==> src/rtl/pipelined_dma_fpu_arbiter.sv <==
// Fixed-priority three-master memory-bus arbiter: DMA (A) > FPU (C) > CPU (B).
// One transaction per grant, a registered arbitration decision, combinational
// Q-bus muxing and ack routing, and a broadcast read-data path.
// Optional CPU starvation guard: define ARB_CPU_STARVE_GUARD_EN.
module pipelined_dma_fpu_arbiter #(
  parameter int STARVE_LIMIT = 8
) (
  input  logic        clk,
  input  logic        reset,
  // A bus: DMA controller
  input  logic [19:1] a_m_addr,
  output logic [15:0] a_m_data_in,
  input  logic [15:0] a_m_data_out,
  input  logic        a_m_access,
  output logic        a_m_ack,
  input  logic        a_m_wr_en,
  input  logic [1:0]  a_m_bytesel,
  input  logic        ioa,
  // B bus: CPU cache
  input  logic [19:1] b_m_addr,
  output logic [15:0] b_m_data_in,
  input  logic [15:0] b_m_data_out,
  input  logic        b_m_access,
  output logic        b_m_ack,
  input  logic        b_m_wr_en,
  input  logic [1:0]  b_m_bytesel,
  input  logic        iob,
  // C bus: FPU memory port
  input  logic [19:1] c_m_addr,
  output logic [15:0] c_m_data_in,
  input  logic [15:0] c_m_data_out,
  input  logic        c_m_access,
  output logic        c_m_ack,
  input  logic        c_m_wr_en,
  input  logic [1:0]  c_m_bytesel,
  // Q bus: shared slave
  output logic [19:1] q_m_addr,
  input  logic [15:0] q_m_data_in,
  output logic [15:0] q_m_data_out,
  output logic        q_m_access,
  input  logic        q_m_ack,
  output logic        q_m_wr_en,
  output logic [1:0]  q_m_bytesel,
  output logic        ioq,
  output logic [1:0]  q_grant
);

  typedef enum logic {
    IDLE = 1'b0,
    BUSY = 1'b1
  } state_t;

  localparam logic [1:0] GRANT_NONE = 2'b00;
  localparam logic [1:0] GRANT_A    = 2'b01;
  localparam logic [1:0] GRANT_B    = 2'b10;
  localparam logic [1:0] GRANT_C    = 2'b11;

  state_t     state;
  logic [1:0] grant;
  logic [1:0] next_grant;
  logic       starved;

`ifdef ARB_CPU_STARVE_GUARD_EN
  localparam int CNT_W = $clog2(STARVE_LIMIT + 1);

  logic [CNT_W-1:0] starve_cnt;

  assign starved = (starve_cnt >= CNT_W'(STARVE_LIMIT));

  // Count A/C grants that bypass a waiting CPU; saturate at the limit.
  always_ff @(posedge clk or negedge reset) begin
    if (!reset) begin
      starve_cnt <= '0;
    end else if (!b_m_access) begin
      starve_cnt <= '0;
    end else if (state == IDLE) begin
      if (next_grant == GRANT_B) begin
        starve_cnt <= '0;
      end else if (next_grant != GRANT_NONE && !starved) begin
        starve_cnt <= starve_cnt + 1'b1;
      end
    end
  end
`else
  assign starved = 1'b0;
`endif

  // Priority pick among current requesters; only consumed while IDLE.
  always_comb begin
    // NOTE: default first so every path assigns next_grant and no latch is inferred.
    next_grant = GRANT_NONE;
    if (starved && b_m_access) begin
      next_grant = GRANT_B;
    end else if (a_m_access) begin
      next_grant = GRANT_A;
    end else if (c_m_access) begin
      next_grant = GRANT_C;
    end else if (b_m_access) begin
      next_grant = GRANT_B;
    end
  end

  // Arbitration FSM: grant from IDLE, hold the owner until the slave acks.
  always_ff @(posedge clk or negedge reset) begin
    // NOTE: state uses non-blocking assignments and the async active-low reset
    // clears it immediately, abandoning any transfer in flight.
    if (!reset) begin
      state <= IDLE;
      grant <= GRANT_NONE;
    end else begin
      case (state)
        IDLE: begin
          if (next_grant != GRANT_NONE) begin
            grant <= next_grant;
            state <= BUSY;
          end
        end
        BUSY: begin
          if (q_m_ack) begin
            grant <= GRANT_NONE;
            state <= IDLE;
          end
        end
        default: begin
          grant <= GRANT_NONE;
          state <= IDLE;
        end
      endcase
    end
  end

  assign q_grant    = grant;
  assign q_m_access = (state == BUSY);

  // Forward the owner's request fields; all zero when nobody owns the bus.
  always_comb begin
    q_m_addr     = '0;
    q_m_data_out = '0;
    q_m_wr_en    = 1'b0;
    q_m_bytesel  = '0;
    ioq          = 1'b0;
    case (grant)
      GRANT_A: begin
        q_m_addr     = a_m_addr;
        q_m_data_out = a_m_data_out;
        q_m_wr_en    = a_m_wr_en;
        q_m_bytesel  = a_m_bytesel;
        ioq          = ioa;
      end
      GRANT_B: begin
        q_m_addr     = b_m_addr;
        q_m_data_out = b_m_data_out;
        q_m_wr_en    = b_m_wr_en;
        q_m_bytesel  = b_m_bytesel;
        ioq          = iob;
      end
      GRANT_C: begin
        q_m_addr     = c_m_addr;
        q_m_data_out = c_m_data_out;
        q_m_wr_en    = c_m_wr_en;
        q_m_bytesel  = c_m_bytesel;
        ioq          = 1'b0;
      end
      default: ;
    endcase
  end

  // The slave ack reaches only the owner; grant is 00 in IDLE so stray acks vanish.
  assign a_m_ack = q_m_ack && (grant == GRANT_A);
  assign b_m_ack = q_m_ack && (grant == GRANT_B);
  assign c_m_ack = q_m_ack && (grant == GRANT_C);

  // Read data is broadcast; each master qualifies it with its own ack.
  assign a_m_data_in = q_m_data_in;
  assign b_m_data_in = q_m_data_in;
  assign c_m_data_in = q_m_data_in;

endmodule

==> config.mk <==
export PLATFORM = sky130hd
export DESIGN_NAME = pipelined_dma_fpu_arbiter
export DESIGN_NICKNAME = d
export VERILOG_FILES = /design/src/rtl/pipelined_dma_fpu_arbiter.sv
export SDC_FILE = /design/constraint.sdc
export NUM_CORES = 1
export LEC_CHECK = 0
export ABC_AREA = 1
export ABC_CLOCK_PERIOD_IN_PS = 2700
export BUFFER_PORTS_ARGS = -buffer_cell sky130_fd_sc_hd__buf_2
export CAP_MARGIN = 20
export CORE_AREA = 5 5 106 88
export CTS_BUF_LIST = sky130_fd_sc_hd__clkbuf_16
export CTS_CLUSTER_DIAMETER = 50
export DETAILED_ROUTE_END_ITERATION = 8
export DIE_AREA = 0 0 111 93
export HOLD_SLACK_MARGIN = 0.1
export RECOVER_POWER = 100
export SLEW_MARGIN = 5
export SYNTH_ARGS = -nofsm -noshare
export SYNTH_HDL_FRONTEND = slang
export SYNTH_SLANG_ARGS = --single-unit
==> constraint.sdc <==
create_clock -name clk -period 2.7 [get_ports clk]
set_input_delay 0 -clock clk [delete_from_list [all_inputs] [get_ports clk]]
set_output_delay 0 -clock clk [all_outputs]
set_load 0.01 [all_outputs]
# Word level (Yosys, flattened, before mapping)
# Cells that the tools add are included.
[word_totals]
ff_bits = 3
latch_bits = 0
ram_bits = 0
rom_bits = 0
inputBits = 138
output_inout_bits = 93
wordCells = 27
n_memories = 0
[op_classes]
n_addsub = 0
mul = 0
div_mod_pow = 0
n_lt_le_gt_ge = 0
eq_ne = 5
shift = 0
n_mux = 14
bitwise = 1
n_reduce_logical = 5
[ops]
columns = ["op", "count"]
rows = [
  ["$pmux W19 S3", 1],
  ["$pmux W16 S3", 1],
  ["$mux W2", 5],
  ["$pmux W2 S3", 1],
  ["$eq A2 B2 Y1 const B", 2],
  ["$ne A2 B2 Y1 const B", 2],
  ["$pmux W1 S2", 2],
  ["$pmux W2 S2", 1],
  ["$logic_and A1 B1 Y1", 3],
  ["$pmux W1 S3", 1],
  ["$eq A2 B1 Y1 const B", 1],
  ["$mux W1", 2],
  ["$reduce_and A2 Y1", 1],
  ["$reduce_bool A2 Y1", 1],
  ["$not A1 Y1", 1],
]

# Logic depth before layout (Yosys ltp)
[depth]
word_depth = 6
ltp_mapped = 7
ltp_nobuf = 6

# Worst setup path before layout
# Ideal clock, no wire load.
[synth_timing]
path_kind = "register -> output"
startpoint = "register grant[0] (netlist: q_grant[0])"
endpoint = "output port ioq"
arrival_time_ns = 1.200
required_time_ns = 2.700
setup_slack_ns = 1.500
stages_incl_launch_ff = 6
path_buffers = 1
path_cell_list = "dfrtp_1 inv_1 ha_1 buf_6 nand2_1 a21boi_1"
[synth_via]
elab_chain_len = 2
[synth_rtl]
columns = ["element", "line_no", "rtl"]
rows = [
  ["from (decl)", "59", "logic [1:0] grant;"],
  ["from (signal assigned)", "114", "grant <= next_grant;"],
  ["$eq A2 B2 Y1 / $eq A2 B1 Y1 (equally long branches)", "142", "case (grant)"],
  ["$pmux W1 S2 *", "142", ""],
  ["to (decl)", "44", "output logic ioq,"],
]
# Mark *: on every way between the ends. The rest lies on a longest branch, timed or not.

# Worst setup path in the final report
[layout_timing]
startpoint = "register grant[0] (netlist: q_grant[0])"
endpoint = "output port q_m_bytesel[1]"
[layout_via]
elab_chain_len = 2
[layout_rtl]
columns = ["element", "line_no", "rtl"]
rows = [
  ["$eq A2 B2 Y1 / $eq A2 B1 Y1 (equally long branches)", "142", ""],
  ["$pmux W2 S3 *", "142", ""],
  ["to (decl)", "43", "output logic [1:0] q_m_bytesel,"],
]
# Marked as above.

==> impl_metrics.env <==
export IMPL_syn_avg_cell_area_sq_um=6.090
export IMPL_numCtsBuffers=3
export IMPL_dp_cells=543
export IMPL_die_x_microns=111
export IMPL_row_count=30
export IMPL_critical_path_peak_fanout=24
export IMPL_min_path_type="input pin to async pin"
export IMPL_post_route_util_pct=33.09
export IMPL_wl_per_cell_microns=11.53
export IMPL_power_density_nw_per_um2=747.5
export IMPL_grt_pass1_vias=2380
export IMPL_drive_above_1_share_pct=46.17
export IMPL_ir_drop_uv=738.7
export IMPL_rr_startpoint="q_m_access"
export IMPL_cts_hold_buf=22
export IMPL_drcViolationCount=0
export IMPL_cp_startpoint="q_grant[0]"
export IMPL_start_kind="flip-flop"
export IMPL_worst_setup_path_end_kind="output port"
export IMPL_initial_core_util_pct=24.08
export IMPL_tns_ns=0
export IMPL_cp_required_ns=2.70
export IMPL_timing_final_ws_setup_ns=0.5209
export IMPL_rsz0062_at_grt="false"
export IMPL_dpl_cell_area_sq_um=2486
export IMPL_dp_hpwl_microns=5216
export IMPL_relSlewSlack_pct=45.14
export IMPL_hold_slack_ns=0.1230
export IMPL_min_period_over_period_pct=80.71
export IMPL_overflow=0
export IMPL_hold_viol_final=0
export IMPL_crit_type="flip-flop to output port"
export IMPL_cts_resized=0
export IMPL_finalPower_mw=2.033
export IMPL_report_final_slew_viol_count=0
export IMPL_tritoncts="done"
export IMPL_fp_coreArea_sq_um=8220
export IMPL_drt_pass1_iterations=4
export IMPL_setup_violations=0
export IMPL_cts_root_buffer="clkbuf_16"
export IMPL_leakage_nw=1.840
export IMPL_cts_max_level=1
export IMPL_ios=231
export IMPL_drv_cap=0
export IMPL_syn_to_final_growth_pct=37.42
export IMPL_grt_max_degree=39
export IMPL_cts_sinks=3
export IMPL_antenna_found_initial=0
export IMPL_reg2reg_slack_ns=1.44
export IMPL_syn_area_sq_um=1979
export IMPL_wirelength_microns=6562
export IMPL_place_congestion=0.8646
export IMPL_antenna_cells=0
export IMPL_dieArea_sq_um=10320
export IMPL_place_ws_ns=0.9391
export IMPL_routed_via_density=4.148
export IMPL_postRouteAntennaNets=0
export IMPL_postCtsSetupRepairBufs=0
export IMPL_design_area_sq_um=2720
export IMPL_syn_inst=325
export IMPL_synth_nets=467
export IMPL_worst_pin_slew_ns=0.8230
export IMPL_ys_seq_elements=3
export IMPL_final_cells=569
export IMPL_grt_pass1_wl_microns=10530
export IMPL_drtIter0Drc=84
export IMPL_io_buffers=166
export IMPL_die_h_microns=93
export IMPL_fin_worst_skew_ns=0.0008899
export IMPL_ys_seq_area_share_pct=3.793
export IMPL_cts_path_max_buffers=2
export IMPL_yosysWarnings=0
export IMPL_grt_total_usage_pct=11.75
export IMPL_clk_latency_ns=0.22
export IMPL_synth_cell_types=16
export IMPL_fmax_ghz=0.4589
export IMPL_period_needed_ns=2.179
export IMPL_cp_arrival_ns=2.18
export IMPL_vias=2360
export IMPL_nNetsFinal=600
export IMPL_clk_pin_slew_ns=0.03
export IMPL_status="finished, final reports clean"
cells in the final DEF (no fill, tap or decap):
cell           instances
a21boi_0               1
buf_12                 1
buf_2                129
buf_4                  2
clkbuf_1              38
clkbuf_16              3
dfrtp_1                3
dlygate4sd3_1         22
ha_1                   3
ha_2                   1
inv_1                 47
inv_2                  2
nand2_1              123
nand2_2               29
nand2_4                9
nand3_1                6
nand3_2               35
o211ai_1               1
o21ai_0                2
cell usage after synthesis (all sizes together):
cell / n / area [sq um]
ha: 4 / 50.05
nand2: 161 / 747.0
o21ai: 2 / 10.01
nand3: 41 / 390.4
o211ai: 1 / 7.510
dfrtp: 3 / 75.07
a21boi: 1 / 7.510
inv: 48 / 180.2
buf: 64 / 511.8
report_power, final:
part	total (mW)	switching (mW)	internal, mW
sequential	0.0870	0.0220	0.0650
clock	0.232	0.0414	0.191
combinational	1.71	1.10	0.616
registers in the layout, indices dropped and copies added (netlist names):
| register | cells |
|---|---|
| q_m_access | 1 |
| q_grant | 2 |
path summary, 6_finish.rpt:
check | end | cells after the start
setup / recovery | q_m_bytesel[1] | 8
hold / removal | q_m_access | 2
setup reg to reg | q_grant[1] | 4
hold reg to reg | q_grant[1] | 2
max in group asynchronous | q_grant[1] | 2
min in group clk | q_m_access | 5
cell families (layout without fill, tap and decap cells):
group           Yosys count  in the layout  synth area share (%)
compound gates            4              4                 1.265
fa+ha+maj                 4              4                 2.529
buf+inv                 112            244                 34.96
flops                     3              3                 3.793
simple gates            202            202                 57.46
cell type report:
cell class / instances / area, sq um
fillers: 912 / 5500
well taps: 112 / 140.1
repair buffers: 192 / 1044
clock inverters: 1 / 3.754
flip-flops and latches: 3 / 75.07
clock buffers: 3 / 75.07
inverters: 48 / 180.2
multi-input cells: 210 / 1202
routing by layer:
metal | share of wire, % | vias up | GRT usage (%)
met4 | 1.1 | 0 | 2.256
met2 | 52 | 123 | 22.63
met3 | 10 | 9 | 3.752
met5 | 0 | - | 0
met1 | 37 | 1053 | 12.67
li1 | - | 1175 | -
worst max-delay path, stage by stage, from the launching register on:
cell and delay [ns]:
dfrtp_1 0.41, inv_1 0.10, ha_1 0.70, buf_12 0.28, nand2_2 0.07, nand3_2 0.07, nand2_1 0.05, inv_1 0.08
clkbuf_1 0.19
No activity file was read; power rests on OpenSTA's default activity.
